--- config.mk ---
export PLATFORM = sky130hd
export DESIGN_NAME = mac_seq_ctrl
export DESIGN_NICKNAME = d
export VERILOG_FILES = /design/src/rtl/mac_ctrl_pkg.sv /design/src/rtl/mac_ctrl_dly.sv /design/src/rtl/mac_seq_ctrl.sv
export SDC_FILE = /design/constraint.sdc
export NUM_CORES = 1
export LEC_CHECK = 0
export CORE_ASPECT_RATIO = 0.7
export CORE_MARGIN = 1.5
export CORE_UTILIZATION = 52
export DETAILED_ROUTE_END_ITERATION = 8
export PLACE_DENSITY = 0.79
export SLEW_MARGIN = 20
export SYNTH_ARGS = -nofsm -noshare
export SYNTH_HDL_FRONTEND = slang
export SYNTH_SLANG_ARGS = --single-unit
--- constraint.sdc ---
create_clock -name clk_i -period 2.3 [get_ports clk_i]
set_clock_uncertainty 0.05 [all_clocks]
set_input_delay 0.23 -clock clk_i [delete_from_list [all_inputs] [get_ports clk_i]]
set_output_delay 0.23 -clock clk_i [all_outputs]
set_load 0.05 [all_outputs]
--- src/rtl/mac_ctrl_pkg.sv ---
// Shared constants and width helpers for the FC-layer MAC sequencer.
// State encodings are plain 2-bit constants so legacy code can compare against them directly.
package mac_ctrl_pkg;

    localparam logic [1:0] ST_IDLE  = 2'd0;
    localparam logic [1:0] ST_RUN   = 2'd1;
    localparam logic [1:0] ST_GAP   = 2'd2;
    localparam logic [1:0] ST_DRAIN = 2'd3;

    // Lane contract: product lands MAC_PIPE_LAT after mac_en; clear/result CLR_OFFSET after last mac_en.
    localparam int MAC_PIPE_LAT = 2;
    localparam int CLR_OFFSET   = 3;

    function automatic int cnt_w(input int n);
        return (n > 1) ? $clog2(n) : 1;
    endfunction

endpackage

--- src/rtl/mac_ctrl_dly.sv ---
// Fixed-depth shift register with synchronous active-high flush.
module mac_ctrl_dly #(
    parameter int WIDTH = 1,
    parameter int DEPTH = 1
) (
    input  logic             clk_i,
    input  logic             rst_i,
    input  logic [WIDTH-1:0] d_i,
    output logic [WIDTH-1:0] q_o
);

    logic [WIDTH-1:0] pipe_q [DEPTH];

    // NOTE: this small array is reset on purpose -- a stale strobe left in it would fire after an abort.
    always_ff @(posedge clk_i) begin
        if (rst_i) begin
            for (int i = 0; i < DEPTH; i++) pipe_q[i] <= '0;
        end else begin
            pipe_q[0] <= d_i;
            for (int i = 1; i < DEPTH; i++) pipe_q[i] <= pipe_q[i-1];
        end
    end

    assign q_o = pipe_q[DEPTH-1];

endmodule

--- src/rtl/mac_seq_ctrl.sv ---
// Address/strobe sequencer for the FC-layer MAC bank; group tails overlap the next group's reads.
// Define MAC_SEQ_STALL_EN to add in_ready_i, which holds the read stream while low.
module mac_seq_ctrl
    import mac_ctrl_pkg::*;
#(
    parameter int IN_LEN     = 784,
    parameter int NUM_GROUPS = 8,
    parameter int RD_LAT     = 1,
    localparam int IMG_W = cnt_w(IN_LEN),
    localparam int WGT_W = cnt_w(IN_LEN * NUM_GROUPS),
    localparam int GRP_W = cnt_w(NUM_GROUPS)
) (
    input  logic             clk_i,
    input  logic             rst_i,
    input  logic             start_i,
`ifdef MAC_SEQ_STALL_EN
    input  logic             in_ready_i,
`endif
    output logic             busy_o,
    output logic             done_o,
    output logic             rd_en_o,
    output logic [IMG_W-1:0] img_addr_o,
    output logic [WGT_W-1:0] wgt_addr_o,
    output logic             mac_en_o,
    output logic             mac_valid_o,
    output logic             mac_clear_o,
    output logic             res_valid_o,
    output logic [GRP_W-1:0] res_group_o
);

    logic [1:0]       state_q, state_d;
    logic [IMG_W-1:0] k_q, k_d;
    logic [GRP_W-1:0] g_q, g_d;
    logic [WGT_W-1:0] base_q, base_d;
    logic             advance;
    logic             last_k, last_g, last_beat;
    logic [GRP_W:0]   mark_in, mark_vld, mark_res;

`ifdef MAC_SEQ_STALL_EN
    assign advance = in_ready_i;
`else
    assign advance = 1'b1;
`endif

    assign last_k    = (k_q == IMG_W'(IN_LEN - 1));
    assign last_g    = (g_q == GRP_W'(NUM_GROUPS - 1));
    assign rd_en_o   = (state_q == ST_RUN) && advance;
    assign last_beat = rd_en_o && last_k;
    assign busy_o    = (state_q != ST_IDLE);

    // Weight base steps by IN_LEN per group, so no multiplier sits on the address path.
    assign img_addr_o = k_q;
    assign wgt_addr_o = base_q + WGT_W'(k_q);

    // NOTE: every next-state signal gets a default first, so no path through the case can infer a latch.
    always_comb begin
        state_d = state_q;
        k_d     = k_q;
        g_d     = g_q;
        base_d  = base_q;
        case (state_q)
            ST_IDLE: begin
                if (start_i) begin
                    state_d = ST_RUN;
                    k_d     = '0;
                    g_d     = '0;
                    base_d  = '0;
                end
            end
            ST_RUN: begin
                if (advance) begin
                    if (last_k) begin
                        k_d = '0;
                        if (last_g) begin
                            state_d = ST_DRAIN;
                            g_d     = '0;
                            base_d  = '0;
                        end else begin
                            state_d = ST_GAP;
                            g_d     = g_q + GRP_W'(1);
                            base_d  = base_q + WGT_W'(IN_LEN);
                        end
                    end else begin
                        k_d = k_q + IMG_W'(1);
                    end
                end
            end
            ST_GAP: state_d = ST_RUN;
            ST_DRAIN: begin
                if (done_o) state_d = ST_IDLE;
            end
            default: state_d = ST_IDLE;
        endcase
    end

    // NOTE: state registers use non-blocking assignments so every flop samples pre-edge values.
    always_ff @(posedge clk_i) begin
        if (rst_i) begin
            state_q <= ST_IDLE;
            k_q     <= '0;
            g_q     <= '0;
            base_q  <= '0;
        end else begin
            state_q <= state_d;
            k_q     <= k_d;
            g_q     <= g_d;
            base_q  <= base_d;
        end
    end

    mac_ctrl_dly #(.WIDTH(1), .DEPTH(RD_LAT)) u_en_dly (
        .clk_i (clk_i),
        .rst_i (rst_i),
        .d_i   (rd_en_o),
        .q_o   (mac_en_o)
    );

    // The group index rides with the last-beat marker, so tails stay correct while g_q moves on.
    assign mark_in = {last_beat, g_q};

    mac_ctrl_dly #(.WIDTH(GRP_W + 1), .DEPTH(RD_LAT + CLR_OFFSET - MAC_PIPE_LAT)) u_vld_dly (
        .clk_i (clk_i),
        .rst_i (rst_i),
        .d_i   (mark_in),
        .q_o   (mark_vld)
    );

    mac_ctrl_dly #(.WIDTH(GRP_W + 1), .DEPTH(MAC_PIPE_LAT)) u_res_dly (
        .clk_i (clk_i),
        .rst_i (rst_i),
        .d_i   (mark_vld),
        .q_o   (mark_res)
    );

    assign mac_valid_o = mark_vld[GRP_W];
    assign res_valid_o = mark_res[GRP_W];
    assign mac_clear_o = mark_res[GRP_W];
    assign res_group_o = mark_res[GRP_W-1:0];
    assign done_o      = res_valid_o && (state_q == ST_DRAIN)
                         && (res_group_o == GRP_W'(NUM_GROUPS - 1));

endmodule

# After elaboration in Yosys (flattened, before gate mapping)
# Memory sizes are Yosys's and may differ from the RTL's.
# Cells that the tools add are included.
dict set report totals {
  out_inout_bits 33
  ram_bits 17
  ff_bits 28
  elab_cells 59
  inputBits 3
  mem_count 3
}
dict set report op_classes {
  bitwise_logic 4
  addsub 4
  muxes 25
  n_eq_ne 9
  reduce_logical 10
}
# memory depth width rd rd_ports_with_merged_regs wr line_no
set memory_table {}
lappend memory_table {u_res_dly.pipe_q 2 4 2 0 2 mac_ctrl_dly.sv:12} ;# logic [WIDTH-1:0] pipe_q [DEPTH];
lappend memory_table {u_vld_dly.pipe_q 2 4 2 0 2 mac_ctrl_dly.sv:12}
lappend memory_table {u_en_dly.pipe_q 1 1 1 0 1 mac_ctrl_dly.sv:12}
# op n
set ops {}
lappend ops {{two-way mux 13 bit} 3}
lappend ops {{case mux 13 bit (2 select lines)} 1}
lappend ops {{two-way mux 10 bit} 2}
lappend ops {{case mux 10 bit (2 select lines)} 1}
lappend ops {{two-way mux 4 bit} 4}
lappend ops {{adder 13 x 10 -> 13 bit} 1}
lappend ops {{adder 13 x 10 -> 13 bit, second input constant} 1}
lappend ops {{adder 10 x 1 -> 10 bit, second input constant} 1}
lappend ops {{equality test 10 bit, second input constant} 1}
lappend ops {{two-way mux 3 bit} 3}
lappend ops {{case mux 2 bit (4 select lines)} 1}
lappend ops {{equality test 3 bit, second input constant} 2}
lappend ops {{two-way mux 1 bit} 6}
lappend ops {{two-way mux 2 bit} 3}
lappend ops {{case mux 3 bit (2 select lines)} 1}
lappend ops {{AND reduction 3 bit} 2}
lappend ops {{equality test 2 bit, second input constant} 2}
lappend ops {{inequality test 2 bit, second input constant} 2}
lappend ops {{bitwise OR 1 bit} 4}
lappend ops {{nonzero test 2 bit} 2}
lappend ops {{adder 3 x 1 -> 3 bit, second input constant} 1}
lappend ops {{logical AND 1 bit} 3}
lappend ops {{equality test 2 x 1 -> 1 bit, second input constant} 1}
lappend ops {{logical NOT 2 bit} 1}
lappend ops {{other kinds (3)} 3}

# Logic depth before layout (Yosys ltp)
# Gate-level depths: netlist of run 1.
dict set report depth {
  word_depth 5
  mapped_depth 7
  ltp_nobuf 6
}

# Cells and area by module
# From an unflattened synthesis of run 1, not the netlist that was laid out.
dict set report unflattened {
  hier_cells 242
  hier_area_um2 2140.8
}
# module seq_area_each_um2 area_each_um2 cells_per_inst n_inst
set by_module_without_submodules {}
lappend by_module_without_submodules {mac_seq_ctrl 480.5 1626.6 200 1}
lappend by_module_without_submodules {{mac_ctrl_dly (u_res_dly ...)} 160.2 240.2 20 2}
lappend by_module_without_submodules {{mac_ctrl_dly (u_en_dly)} 20.0 33.8 2 1}

# Least setup slack after synthesis of run 1
# Ideal clock, no wire load.
dict set report synth_path {
  path_type {flip-flop to output port}
  start {register k_q[5], in the netlist img_addr_o[5]}
  end {output wgt_addr_o[12]}
  arrival_time_ns 2.386
  path_buffers 0
  path_stages_with_launch 6
  t_required_ns 2.020
  slack_ns -0.366
  cell_sequence {dfxtp_1 -> ha_1 -> a211oi_1 -> o21ai_0 -> nand4_1 -> xnor2_1}
}
dict set report synth_between {
  elab_chain_cells 1
}
# item line_no
set synth_lines {}
lappend synth_lines {{start: declaration} mac_seq_ctrl.sv:32} ;# logic [IMG_W-1:0] k_q, k_d;
lappend synth_lines {{start signal: assignment} mac_seq_ctrl.sv:105} ;# k_q <= k_d;
lappend synth_lines {{adder 13 x 10 -> 13 bit} mac_seq_ctrl.sv:53} ;# assign wgt_addr_o = base_q + WGT_W'(k_q);
lappend synth_lines {{end: declaration} mac_seq_ctrl.sv:23} ;# output logic [WGT_W-1:0] wgt_addr_o,
# No other way between the ends.

# Worst setup path in the final report of run 1
# Same ends and word-level chain as after synthesis.

==> results.toml, run 1 <==
[synth]
synth_largest_area_cell = "dfxtp_1"
synthFlopType = "dfxtp_1"
yosys-top-cells-count = "dfxtp_1, nor2b_1, nor2_1"
synth-edff-count = 0
ys_warn_count = 0
syn_area_per_cell_um2 = 9.37
synth_top_area_share_pct = 39.8
synth_top_cells_by_area = "dfxtp_1, ha_1, nor2b_1"
synth-seq-cells = 41
yosysSeqAreaShare_pct = 39.8
yosysMostFrequentCell = "dfxtp_1"
syn-cell-area_um2 = 2060
syn-instance-count = 220
synthArstFlopShare_pct = 0
synth.distinct_cells = 52
syn-num-nets = 233

[finish]
design_area_um2 = 2710
drive_gt1_share_pct = 22.8
diodes = 0
final_core_util_pct = 74.4
layout.nets = 262
area_delta_synth_final_pct = 31.7
finalNonFillerCells = 300

[routing]
wl_per_cell_um = 16.1
dr.pass1.iters = 5
routed_wl_um = 4840
via_per_inst = 5.90
vias = 1771
drc = 0
drtIter0Drc = 132
ant_nets = 0

[pwr]
seqPwrFrac_pct = 50.1
clkPwrFrac_pct = 40.4
p_sw_uw = 367
power_leakage_nw = 1.01
swShare_pct = 25.2
powerDensity_nw_per_um2 = 535
peakVddDrop_mv = 0.349
pwr-share-comb_pct = 9.5
internal_power_mw = 1.09
power.total_mw = 1.45

[worst_setup_path]
crit_end = "wgt_addr_o[12]"
cp_data_required_time_ns = 2.02
reg2reg_depth = 5
reg2reg_slack_ns = 0.19
cp.depth = 6
r2r_start = "img_addr_o[0]"
critPathArrivalTime_ns = 1.97
rr_endpoint = "base_q[7]"
worstSetupPathType = "flop to output pin"
slowest_stage = "dfxtp_4"
critPathTopFamily = "flip-flops"
cp-end-kind = "output pin"
critPathLaunch = "img_addr_o[5]"
critPathMaxFanout = 9
max_stage_delay_ns = 0.39
path_buf_inv = 1
crit_chain = "ha_2, a211oi_4, o21ai_2, nand4_1, xnor2_4, buf_12"
cp-start-kind = "flop"

[die]
fp-row-count = 18
dieHeight_um = 55.7
die_x_um = 78.2
core_area_um2 = 3650
die_area_um2 = 4360
io_pins = 36
initial_core_util_pct = 56.5

[global_route]
first_global_vias = 1542
grt_pass1_wl_um = 7670
overflow = 0
grt_max_degree = 25
grt_usage_pct = 22.6
antenna_found_initial = 0

[clock_network]
h-tree-depth = 2
clock_path_buffers = 2
cts.reportedPaths.clkPinSlew_ns = 0.09
cts.sinks = 41
ctsRootBufferMaster = "clkbuf_8"
post_cts_buffers = 0
clock_latency_ns = 0.30
cts_tree = "done"
cts_made_buffers = 5

[sta]
period_share_pct = 97.6
tns_ns = 0
slew_headroom_pct = 65.1
fmax_mhz = 445
hold_violations = 0
worst_slew_pin_slew_ns = 0.522
finalSetupViolCount = 0
slew_viol_final = 0
layout_min_cycle_time_ns = 2.25

[placement]
place_area_um2 = 2520
place.gp.congestion = 0.884
io_buffers = 35
dpl.cell_count = 292
dp_hpwl_um = 3270

[hold_path]
hold_path_class = "flop to flop"

[job]
maxCapViolCount = 0

[status]
status = "finished, final reports clean"
==> repair_timing <==
item / CTS / global route
setup endpoints to repair: 4 / 3
gates resized for setup: 7 / 14
pin swaps: 4 / 5
hold buffers: 0 / 0
==> power groups by stage <==
stage	Sequential, mW	Combinational (mW)	Clock, mW
6_report	0.728	0.139	0.586
5_1_grt	0.730	0.146	0.626
4_1_cts	0.728	0.137	0.592
3_5_place_dp	0.745	0.135	0
3_3_place_gp	0.745	0.135	0
2_1_floorplan	0.757	0.0833	0
==> sequential cells by signal (all words and copies together) (netlist names) <==
signal            count
base_q                9
g_q                   3
img_addr_o           10
state_q               2
u_en_dly.pipe_q       1
u_res_dly.pipe_q      8
u_vld_dly.pipe_q      8
==> cells in the final DEF, fill, tap and decap left out, types with 3 or more instances in the layout <==
cell type and count:
xnor2_2 3, xor2_1 3, nand2_1 13, nor2b_1 16
buf_12 6, a311oi_1 4, o2bb2ai_1 3, nand4_1 3
nand3_1 10, ha_1 5, nor2_1 14, clkbuf_8 5
a21oi_1 9, buf_4 9, clkdlybuf4s50_1 26, nand2b_1 4
a31oi_1 3, o21ai_0 6, ha_4 3, or3_1 4
nor3_1 6, dfxtp_1 33, dfxtp_2 7
==> cell families after synthesis <==
kind of cell / count (synthesis) / synth area share [%]
mux: 1 / 0.546
buf+inv: 21 / 6.25
compound gates: 54 / 20.3
fa+ha+maj: 10 / 6.07
flops: 41 / 39.8
xor+xnor: 11 / 4.68
simple gates: 82 / 22.3
==> how the worst min path moves through the flow <==
stage / from / end / slack, ns / cells past startpoint
after floorplan: rst_i / u_vld_dly.pipe_q[0][1] / 0.26 / 1
after global placement: u_vld_dly.pipe_q[0][4] / u_res_dly.pipe_q[0][0] / 0.37 / 1
after detailed placement: u_vld_dly.pipe_q[0][2] / u_vld_dly.pipe_q[0][6] / 0.37 / 1
after CTS: u_vld_dly.pipe_q[0][2] / u_vld_dly.pipe_q[0][6] / 0.38 / 1
after global routing: u_vld_dly.pipe_q[0][3] / u_vld_dly.pipe_q[0][7] / 0.40 / 1
final: u_vld_dly.pipe_q[0][5] / u_res_dly.pipe_q[0][1] / 0.38 / 1
==> through the flow <==
stage	hold slack [ns]	worst slack, ns
detailed placement	0.371	0.179
finish	0.380	0.0549
floorplan	0.263	-0.00886
global route	0.400	-0.0713
global placement	0.366	0.268
CTS	0.383	-0.00345
==> metal layers <==
layer  track usage, %  wire length, µm  up-vias
met2             33.0             2110       76
met5                0                0        -
li1                 -                -      866
met3             6.23              368        8
met4             7.65               44        0
met1             31.9             2320      821
==> layout make-up <==
class	instances	area, µm²
inverter	2	7.51
sequential	41	833
clock buffer	5	68.8
timing repair buffer	41	448
multi-input combinational	158	1250
fill	273	935
clock inverter	3	46.3
tap	50	62.6
==> worst register-to-register path, delay by kind of cell, from the launching register on <==
family | cells | cell delay (ns)
AO/OA/AOI/OAI | 2 | 0.46
adder cells (fa/ha/maj) | 1 | 0.24
flip-flops | 1 | 0.44
AND/OR/NAND/NOR | 2 | 0.82
Power figures use the tool's default switching activity.
==> run 2, diff against run 1 <==
Settings changed: ABC_AREA set to 0.
==> results of run 2 <==
No change in the layout: final DEF, timing and power equal those of run 1.
==> run 3, diff against run 2 <==
Settings changed: CORE_UTILIZATION 52 to 47, PLACE_DENSITY 0.79 to 0.75.
Clock period 2.3 ns to 1.9 ns, I/O delays scaled along.
==> run 3 against run 2 <==
Against the previous run:
- the run now ends with negative setup slack left
- design area increased by 13%
- cell count rose by 9.3%
- worst hold slack improved by 0.0072 ns
- sequential cell count stayed put
- critical path depth unchanged
- utilization up 0.90 points
- clock power increased by 14%
- power is 20% higher
- critical path type unchanged
- critical endpoint unchanged
- largest cell class unchanged
==> results.toml, run 3 (same netlist as run 1, synthesis figures left out) <==
[die]
die_area_um2 = 4800
die_x_um = 82.1
core_area_um2 = 4070
initial_core_util_pct = 50.7
fp-row-count = 19
dieHeight_um = 58.4
io_pins = 36

[pwr]
power.total_mw = 1.74
powerDensity_nw_per_um2 = 568
power_leakage_nw = 1.20
p_sw_uw = 424
internal_power_mw = 1.31
swShare_pct = 24.4
peakVddDrop_mv = 0.559
pwr-share-comb_pct = 11.7
seqPwrFrac_pct = 50.0
clkPwrFrac_pct = 38.3

[routing]
via_per_inst = 5.60
vias = 1836
drtIter0Drc = 59
routed_wl_um = 4740
drc = 0
ant_nets = 0
wl_per_cell_um = 14.4
dr.pass1.iters = 4

[worst_setup_path]
critPathTopFamily = "flip-flops"
path_buf_inv = 1
cp-end-kind = "output pin"
crit_chain = "ha_4, a211oi_4, o21ai_2, nand4_1, xnor2_4, buf_12"
cp-start-kind = "flop"
max_stage_delay_ns = 0.35
worstSetupPathType = "flop to output pin"
slowest_stage = "dfxtp_2"
critPathMaxFanout = 3
cp_data_required_time_ns = 1.66
critPathArrivalTime_ns = 1.81

[global_route]
grt_max_degree = 22
grt_pass1_wl_um = 7650
grt_usage_pct = 21.2
overflow = 0
antenna_found_initial = 0
first_global_vias = 1676

[clock_network]
ctsRootBufferMaster = "clkbuf_8"
cts.sinks = 41
cts_made_buffers = 5
cts_tree = "done"
cts.reportedPaths.clkPinSlew_ns = 0.08
h-tree-depth = 2
clock_path_buffers = 2
cts_hold_buf = 0
clock_latency_ns = 0.29

[finish]
finalNonFillerCells = 328
drive_gt1_share_pct = 36.2
layout.nets = 288
layout_common_cells = "buf_4, dfxtp_1, clkdlybuf4s50_1"
final_common_cell = "buf_4"
final_core_util_pct = 75.3
largest_register_ff_count = 10
diodes = 0
multi_input_comb_area_um2 = 1340
area_delta_synth_final_pct = 48.5
area.sequential_um2 = 847
fillers = 285

[sta]
setup_slack_ns = -0.152
fmax_mhz = 487
slew_viol_final = 0
rsz0062_at_grt = "true"
finalSetupViolCount = 6
period_share_pct = 108
slew_headroom_pct = 66.5
tns_ns = -0.536
worst_slew_pin_slew_ns = 0.501
hold_violations = 0
layout_min_cycle_time_ns = 2.05

[placement]
dp_slack_ns = -0.00805
dp_hpwl_um = 3470
place.gp.congestion = 0.806
io_buffers = 35
dpl.cell_count = 315

[status]
status = "complete, but fails checks"
violations = "negative setup slack"

[job]
maxCapViolCount = 0

[hold_path]
hold_path_class = "flop to flop"
==> run 3: final timing paths <==
check             slack, ns                     end                    from  depth (start not counted)
setup / recovery      -0.15          wgt_addr_o[12]               base_q[5]                          6
hold reg to reg        0.39  u_vld_dly.pipe_q[0][4]  u_vld_dly.pipe_q[0][0]                          1
setup reg to reg       0.08              base_q[10]               base_q[5]                          5
hold / removal         0.39  u_vld_dly.pipe_q[0][4]  u_vld_dly.pipe_q[0][0]                          1
==> run 3: metrics by stage <==
step | cell area, µm² | hold WS, ns
after CTS | 2990 | 0.393
after detailed placement | 2810 | 0.375
after global routing | 3060 | 0.406
after floorplan | 2220 | 0.223
final | 3060 | 0.387
after global placement | 2810 | 0.367
==> run 3: worst reg2reg max path: stages, from the launching register on <==
cell and delay [ns]:
dfxtp_2 0.35, buf_4 0.15, ha_1 0.21, a311o_1 0.39
or3_1 0.31, a311oi_1 0.27
==> run 3: power by group through the flow <==
stage                     Sequential [mW]  Clock [mW]  Combinational, mW
after floorplan                     0.915           0              0.101
after global routing                0.869       0.713              0.216
after global placement              0.890           0              0.199
after CTS                           0.870       0.677              0.202
after detailed placement            0.890           0              0.199
final                               0.868       0.666              0.204
==> run 3: repair_timing <==
action	CTS	global route
resized for setup	14	12
buffers inserted	2	3
pin swaps	9	13
endpoints found under the setup margin	8	16
==> run 3: cell type report <==
cell class                 instances  area share, %
multi-input combinational        158           43.7
sequential                        41           27.7
timing repair buffer              67           22.6
clock buffer                       8           3.64
tap                               52           2.13
inverter                           2          0.245
==> run 3: metal layers <==
metal | GRT usage (%) | wire (µm) | vias up
li1 | - | - | 902
met1 | 29.5 | 2250 | 866
met2 | 32.2 | 2160 | 59
met3 | 5.12 | 253 | 9
met4 | 7.26 | 69 | 0
met5 | 0 | 0 | -
==> edit 1, RTL diff (flow settings as in run 3) <==
The parameter `IN_LEN` goes from 784 to 1568.
--- a/src/rtl/mac_seq_ctrl.sv
+++ b/src/rtl/mac_seq_ctrl.sv
@@ -4,5 +4,5 @@
     import mac_ctrl_pkg::*;
 #(
-    parameter int IN_LEN     = 784,
+    parameter int IN_LEN     = 1568,
     parameter int NUM_GROUPS = 8,
     parameter int RD_LAT     = 1,
Interface: changed (resized img_addr_o and wgt_addr_o); port bits go from 36 to 38. No check against the original RTL was run, so the function may have changed too.
==> edit 1 against run 3 <==
The run still ends with negative setup slack left. Sequential cell count increased by 1. Power increased by 8.9%. Wire length increased by 11%. First-iteration DRC count increased by 120%. Area after synthesis increased by 3.8%. Critical path depth unchanged. Setup slack got worse by 0.11 ns. Fmax decreased by 5.2%. Register-to-register slack got worse by 0.05 ns. Sequential share of layout area increased by 0.11 points. Cell area increased by 3.7%. Core utilization decreased by 2.4 points.
==> edit 1: results (changes against run 3) <==
[global_routing]
gr-usage-met3_pct=5.43  ; +0.32 points
use_met2_pct=31.5  ; -0.75 points
grt_first_pass_wirelength_um=8450  ; +11%
grt_pass1_vias=1767  ; +5.4%
grt_start_max_net_pins=24  ; +9.1%
groute.layer.met1.usage_pct=32.0  ; +2.6 points
grtUsageTotal_pct=21.9  ; +0.67 points

[placement]
place_congestion=0.826  ; +2.5%
numPortBuffers=37  ; +5.7%
post_dp_cell_area_um2=2960  ; +5.3%
dp.final_hpwl_um=3790  ; +9.0%
pre_cts_ws_ns=-0.00100  ; +0.00705 ns

[power]
power_w=0.00189  ; +8.9%
clock_power_share_pct=31.3  ; -7.0 points
peakVddDrop_mv=0.432  ; -23%
p_seq_share_pct=48.5  ; -1.5 points
dominant_power_group=sequential cells
p_sw_share_pct=28.6  ; +4.2 points
static-leakage-power_nw=1.25  ; +4.3%

[hold_path]
hp-class=reg2reg

[sta]
max_slew.worst_pin.slew_ns=0.530  ; +0.0289 ns
timing.final.ws_setup_ns=-0.264  ; -0.112 ns
slew_viol_final=0  ; unchanged
finalSetupViolations=6  ; unchanged

[synth]
synthesized_area_fraction_occupied_by_ao_oa_aoi_and_oai_cells_pct=18.7  ; -1.6 points
synth_cell_type_count=54  ; +3.8%
synth.top_cells.by_count=42 x dfxtp_1, 17 x nor2b_1, 16 x nand2_1
seq_area_frac_synth_pct=39.3  ; -0.51 points
async_flop_share_pct=0  ; unchanged
synth_nets=249  ; +6.9%
synth_top_area_share_pct=39.3  ; -0.51 points
synth_top_cells_by_area=dfxtp_1 39%, ha_1 6.4%, nor2b_1 5.0%
synth_fa_ha_area_share_pct=6.44  ; +0.36 points
post_synth_xor_area_fraction_pct=6.14  ; +1.5 points
synth_warnings=0  ; unchanged
synth.area.mux_share_pct=0.527  ; -0.020 points

[run_status]
violations_in_the_final_reports=negative setup slack
outcome=complete, but fails checks

[run]
drv.max_cap_violation_count=0  ; unchanged

[final_layout]
final_nets=311  ; +8.0%
drive_gt1_share_pct=35.9  ; -0.33 points
fillerInstances=320  ; +12%
num_antenna_cells=0  ; unchanged
largest_reg_flops=11  ; +1

[clock_network]
clock_tree.buffer_depth=2  ; unchanged
root_buffer=clkbuf_8
clock_transition_time_at_the_flip_flop_clock_pins_of_the_worst_setup_and_hold_paths_ns=0.08  ; about the same
cts_htree_levels=2  ; unchanged
cts-buffers-inserted=5  ; unchanged
clkLatencyLatePin_ns=0.30

[setup_path]
worstPathArrival_ns=1.92  ; +0.11 ns
critical_path_peak_fanout=7  ; +4

[detailed_routing]
route.met3.wl_um=428  ; +69%
vias=2019  ; +10%
detail_route.wl_per_cell_um=14.9  ; +3.4%
m1WireLength_um=2580  ; +15%
dr.pass1.iters=5  ; +1
drt_first_iter_violations=127  ; +120%
top_routing_layer_used=met4
routed-wl-met2_um=2200  ; +1.7%

## edit 1: final timing paths
path | start | to | slack, ns | depth (start not counted)
worst max-delay path | img_addr_o[9] | wgt_addr_o[13] | -0.26 | 6
worst min-delay path | u_vld_dly.pipe_q[0][6] | u_res_dly.pipe_q[0][2] | 0.39 | 1
worst max register to register | img_addr_o[6] | base_q[5] | 0.03 | 6
worst min register to register | u_vld_dly.pipe_q[0][6] | u_res_dly.pipe_q[0][2] | 0.39 | 1
## edit 1: cell type report
cell class	count	area (µm²)	share of cell area, %
well taps	55	68.8	2.17
clock buffers	7	86.3	2.72
flip-flops and latches	42	882	27.8
inverters	5	18.8	0.591
clock inverters	1	5.00	0.158
multi-input cells	173	1420	44.7
repair buffers	70	696	21.9
## edit 1: cell families (layout without fill, tap and decap cells)
logic type / Yosys count / after routing
DFF: 42 / 42
other: 1 / 1
AOI/OAI and AO/OA: 55 / 56
and+or+nand+nor: 89 / 89
buffers and inverters: 21 / 83
adders and majority gates: 11 / 11
muxes: 1 / 1
xor gates and xnor gates: 15 / 15
## edit 1: critical path: stages (launching register included)
cell and delay, ns:
dfxtp_4 0.39, ha_4 0.27, or2_2 0.34, a21oi_4 0.18
a211oi_2 0.10, xor2_4 0.19, buf_12 0.16
## edit 1: through the flow
stage	hold WS [ns]	cells	setup TNS, ns
2_1_floorplan	0.223	235	-0.215
3_3_place_gp	0.368	339	0
3_5_place_dp	0.372	339	-0.00100
4_1_cts	0.390	349	-1.34
5_1_grt	0.399	353	-1.86
6_report	0.387	353	-1.28
## edit 1: repair_timing
| action | CTS | global route |
|---|---|---|
| resized for setup | 10 | 9 |
| endpoints found under the setup margin | 8 | 15 |
| pin swaps | 7 | 3 |
| hold endpoints to repair | 0 | 0 |
| cloned | 0 | 1 |
| setup buffers | 2 | 3 |
==> edit 2, RTL diff (flow settings as in run 3) <==
Without the edit above. Put a register stage on the outputs `busy_o`, `wgt_addr_o`, `mac_valid_o` and `mac_clear_o`, with the module's reset. The values now appear one clock later. The other outputs are not delayed to match.
--- a/src/rtl/mac_seq_ctrl.sv
+++ b/src/rtl/mac_seq_ctrl.sv
@@ -47,9 +47,7 @@
     assign rd_en_o   = (state_q == ST_RUN) && advance;
     assign last_beat = rd_en_o && last_k;
-    assign busy_o    = (state_q != ST_IDLE);
 
     // Weight base steps by IN_LEN per group, so no multiplier sits on the address path.
     assign img_addr_o = k_q;
-    assign wgt_addr_o = base_q + WGT_W'(k_q);
 
     // NOTE: every next-state signal gets a default first, so no path through the case can infer a latch.
@@ -133,7 +131,18 @@
     );
 
-    assign mac_valid_o = mark_vld[GRP_W];
     assign res_valid_o = mark_res[GRP_W];
-    assign mac_clear_o = mark_res[GRP_W];
+    always_ff @(posedge clk_i) begin
+        if (rst_i) begin
+            busy_o      <= '0;
+            wgt_addr_o  <= '0;
+            mac_valid_o <= '0;
+            mac_clear_o <= '0;
+        end else begin
+            busy_o      <= (state_q != ST_IDLE);
+            wgt_addr_o  <= base_q + WGT_W'(k_q);
+            mac_valid_o <= mark_vld[GRP_W];
+            mac_clear_o <= mark_res[GRP_W];
+        end
+    end
     assign res_group_o = mark_res[GRP_W-1:0];
     assign done_o      = res_valid_o && (state_q == ST_DRAIN)
Behaviour: not the same (a bounded check fails within 4 cycles, from zero or initial values and one cycle with rst_i high).
==> edit 2 against run 3 <==
Wire length up 11%. Cell area grew 3.8%. Setup slack better by 0.21 ns. Register-to-register slack hardly changed. Largest cell class unchanged. Synthesized cell count up 11%. Sequential cell count increased by 15. Critical path depth down 4. Die area grew 15%. Highest routed layer unchanged. Power up 22%. Area after synthesis increased by 16%. Sequential share of layout area is 8.5 points higher.
==> edit 2: results (changes against run 3) <==
[clock_network]
cts-buffers-inserted=5  ; unchanged
clkLatencyLatePin_ns=0.31  ; +0.02 ns
clock_tree.buffer_depth=2  ; unchanged
clock_transition_time_at_the_flip_flop_clock_pins_of_the_worst_setup_and_hold_paths_ns=0.10  ; +0.02 ns
post-cts-setup-buffer-count=0  ; -2
cts_htree_levels=2  ; unchanged
cts_repair_resize_count=1  ; -13
root_buffer=clkbuf_8

[hold_path]
hp-class=in2reg

[final_layout]
drive_gt1_share_pct=25.2  ; -11 points
final_nets=310  ; +7.6%
largest_reg_flops=13  ; +3
regMostFlops=wgt_addr_o
num_antenna_cells=0  ; unchanged

[global_routing]
grt_start_max_net_pins=35  ; +59%
grt_pass1_vias=1826  ; +8.9%
grtUsageTotal_pct=19.9  ; -1.3 points
antenna_found_initial=0  ; unchanged
grt_first_pass_wirelength_um=8580  ; +12%
grt_overflow=0  ; unchanged

[synth]
synth.top_cells.by_count=56 x dfxtp_1, 25 x nor2b_1, 17 x a21oi_1, 17 x nor2_1
synth_top_cells_by_area=dfxtp_1 47%, nor2b_1 6.5%, ha_1 5.2%
seq_area_frac_synth_pct=46.8  ; +7.0 points
synth_warnings=0  ; unchanged
synth_top_area_share_pct=46.8  ; +7.0 points
synth_nets=257  ; +10%
synth_cell_type_count=49  ; -5.8%
async_flop_share_pct=0  ; unchanged
ys_dominant_reg_cell=dfxtp_1

[detailed_routing]
dr.pass1.iters=4  ; unchanged
detail_route.wl_per_cell_um=14.3  ; -0.62%
vias=1956  ; +6.5%
drt_first_iter_violations=95  ; +61%

[placement]
place_congestion=0.772  ; -4.1%
dp.final_hpwl_um=3640  ; +4.8%
numPortBuffers=35  ; unchanged
post_dp_cell_area_um2=2990  ; +6.2%

[setup_path]
worst_path_dominant_cell_family=buffers and inverters
worstPathArrival_ns=1.60  ; -0.21 ns
crit_path_largest_cell_delay_ns=0.80  ; +0.45 ns
critical_path_peak_fanout=5  ; +2
crit_path_slowest_cell=clkdlybuf4s50_1

[power]
peakVddDrop_mv=0.389  ; -30%
netSwitchingPower_w=0.000487  ; +15%
static-leakage-power_nw=1.18  ; -1.6%

[run_status]
outcome=completed

[sta]
max_slew.worst_pin.slew_ns=0.780  ; +0.279 ns

[edit 2: cell types whose count changed in the layout (fill, tap and decap cells not counted), moves of 5 or more]
cell / before / now
buf_12: 10 / 2
nor3_1: 5 / 10
a311oi_2: 0 / 5
buf_4: 33 / 25
dfxtp_1: 28 / 45
xnor2_1: 2 / 7
nand3_1: 9 / 4
nor2b_1: 16 / 24
clkdlybuf4s50_1: 21 / 31
a21oi_1: 8 / 16
[edit 2: worst paths after layout]
path,endpoint,slack (ns),from,cells past startpoint
worst max register to register,wgt_addr_o[11],0.08,img_addr_o[8],5
worst min-delay path,u_en_dly.pipe_q[0],0.18,rst_i,3
worst max-delay path,img_addr_o[3],0.06,img_addr_o[3],2
worst min register to register,u_vld_dly.pipe_q[0][7],0.40,u_vld_dly.pipe_q[0][3],1
[edit 2: tightest hold or removal path: stages]
cell and delay, ns:
buf_2 0.11, nor3b_1 0.05, buf_4 0.15
[edit 2: stage by stage]
| step | setup TNS (ns) | instances | setup slack [ns] | power, W | utilization, % |
|---|---|---|---|---|---|
| 2_1_floorplan | 0 | 244 | 0.00638 | 0.00130 | - |
| 3_3_place_gp | 0 | 357 | 0.0392 | 0.00136 | 61.7 |
| 3_5_place_dp | -0.130 | 357 | -0.0500 | 0.00136 | 61.7 |
| 4_1_cts | 0 | 365 | 0.0167 | 0.00213 | 64.2 |
| 5_1_grt | -0.0980 | 367 | -0.0277 | 0.00221 | 65.7 |
| 6_report | 0 | 367 | 0.0626 | 0.00212 | 65.7 |
[edit 2: kinds of logic (layout without fill, tap and decap cells)]
kind of cell | count (synthesis) | in the layout | synth area share [%]
adder cells (fa/ha/maj) | 10 | 10 | 5.23
AND/OR/NAND/NOR | 93 | 93 | 22.8
XOR/XNOR | 9 | 9 | 3.29
buffers and inverters | 17 | 71 | 3.71
multiplexers | 3 | 3 | 1.41
flip-flops | 56 | 56 | 46.8
AO/OA/AOI/OAI | 56 | 56 | 16.7
[edit 2: layer usage]
metal	vias up	routed length [µm]	global-route usage, %
met5	-	0	0
li1	975	-	-
met4	0	76	5.86
met2	56	2370	29.4
met3	9	259	5.68
met1	916	2560	28.1
[edit 2: power groups by stage]
stage	logic (W)	registers [W]	clock network, W
2_1_floorplan	0.0000747	0.00123	0
3_3_place_gp	0.000148	0.00121	0
3_5_place_dp	0.000150	0.00121	0
4_1_cts	0.000151	0.00118	0.000801
5_1_grt	0.000163	0.00118	0.000862
6_report	0.000152	0.00118	0.000785
[edit 2: area by class of cell]
cell class	count	area, µm²
fillers	410	1660
multi-input cells	171	1250
flip-flops and latches	56	1150
repair buffers	61	567
well taps	69	86.3
clock buffers	6	72.6
clock inverters	2	38.8
inverters	2	7.51
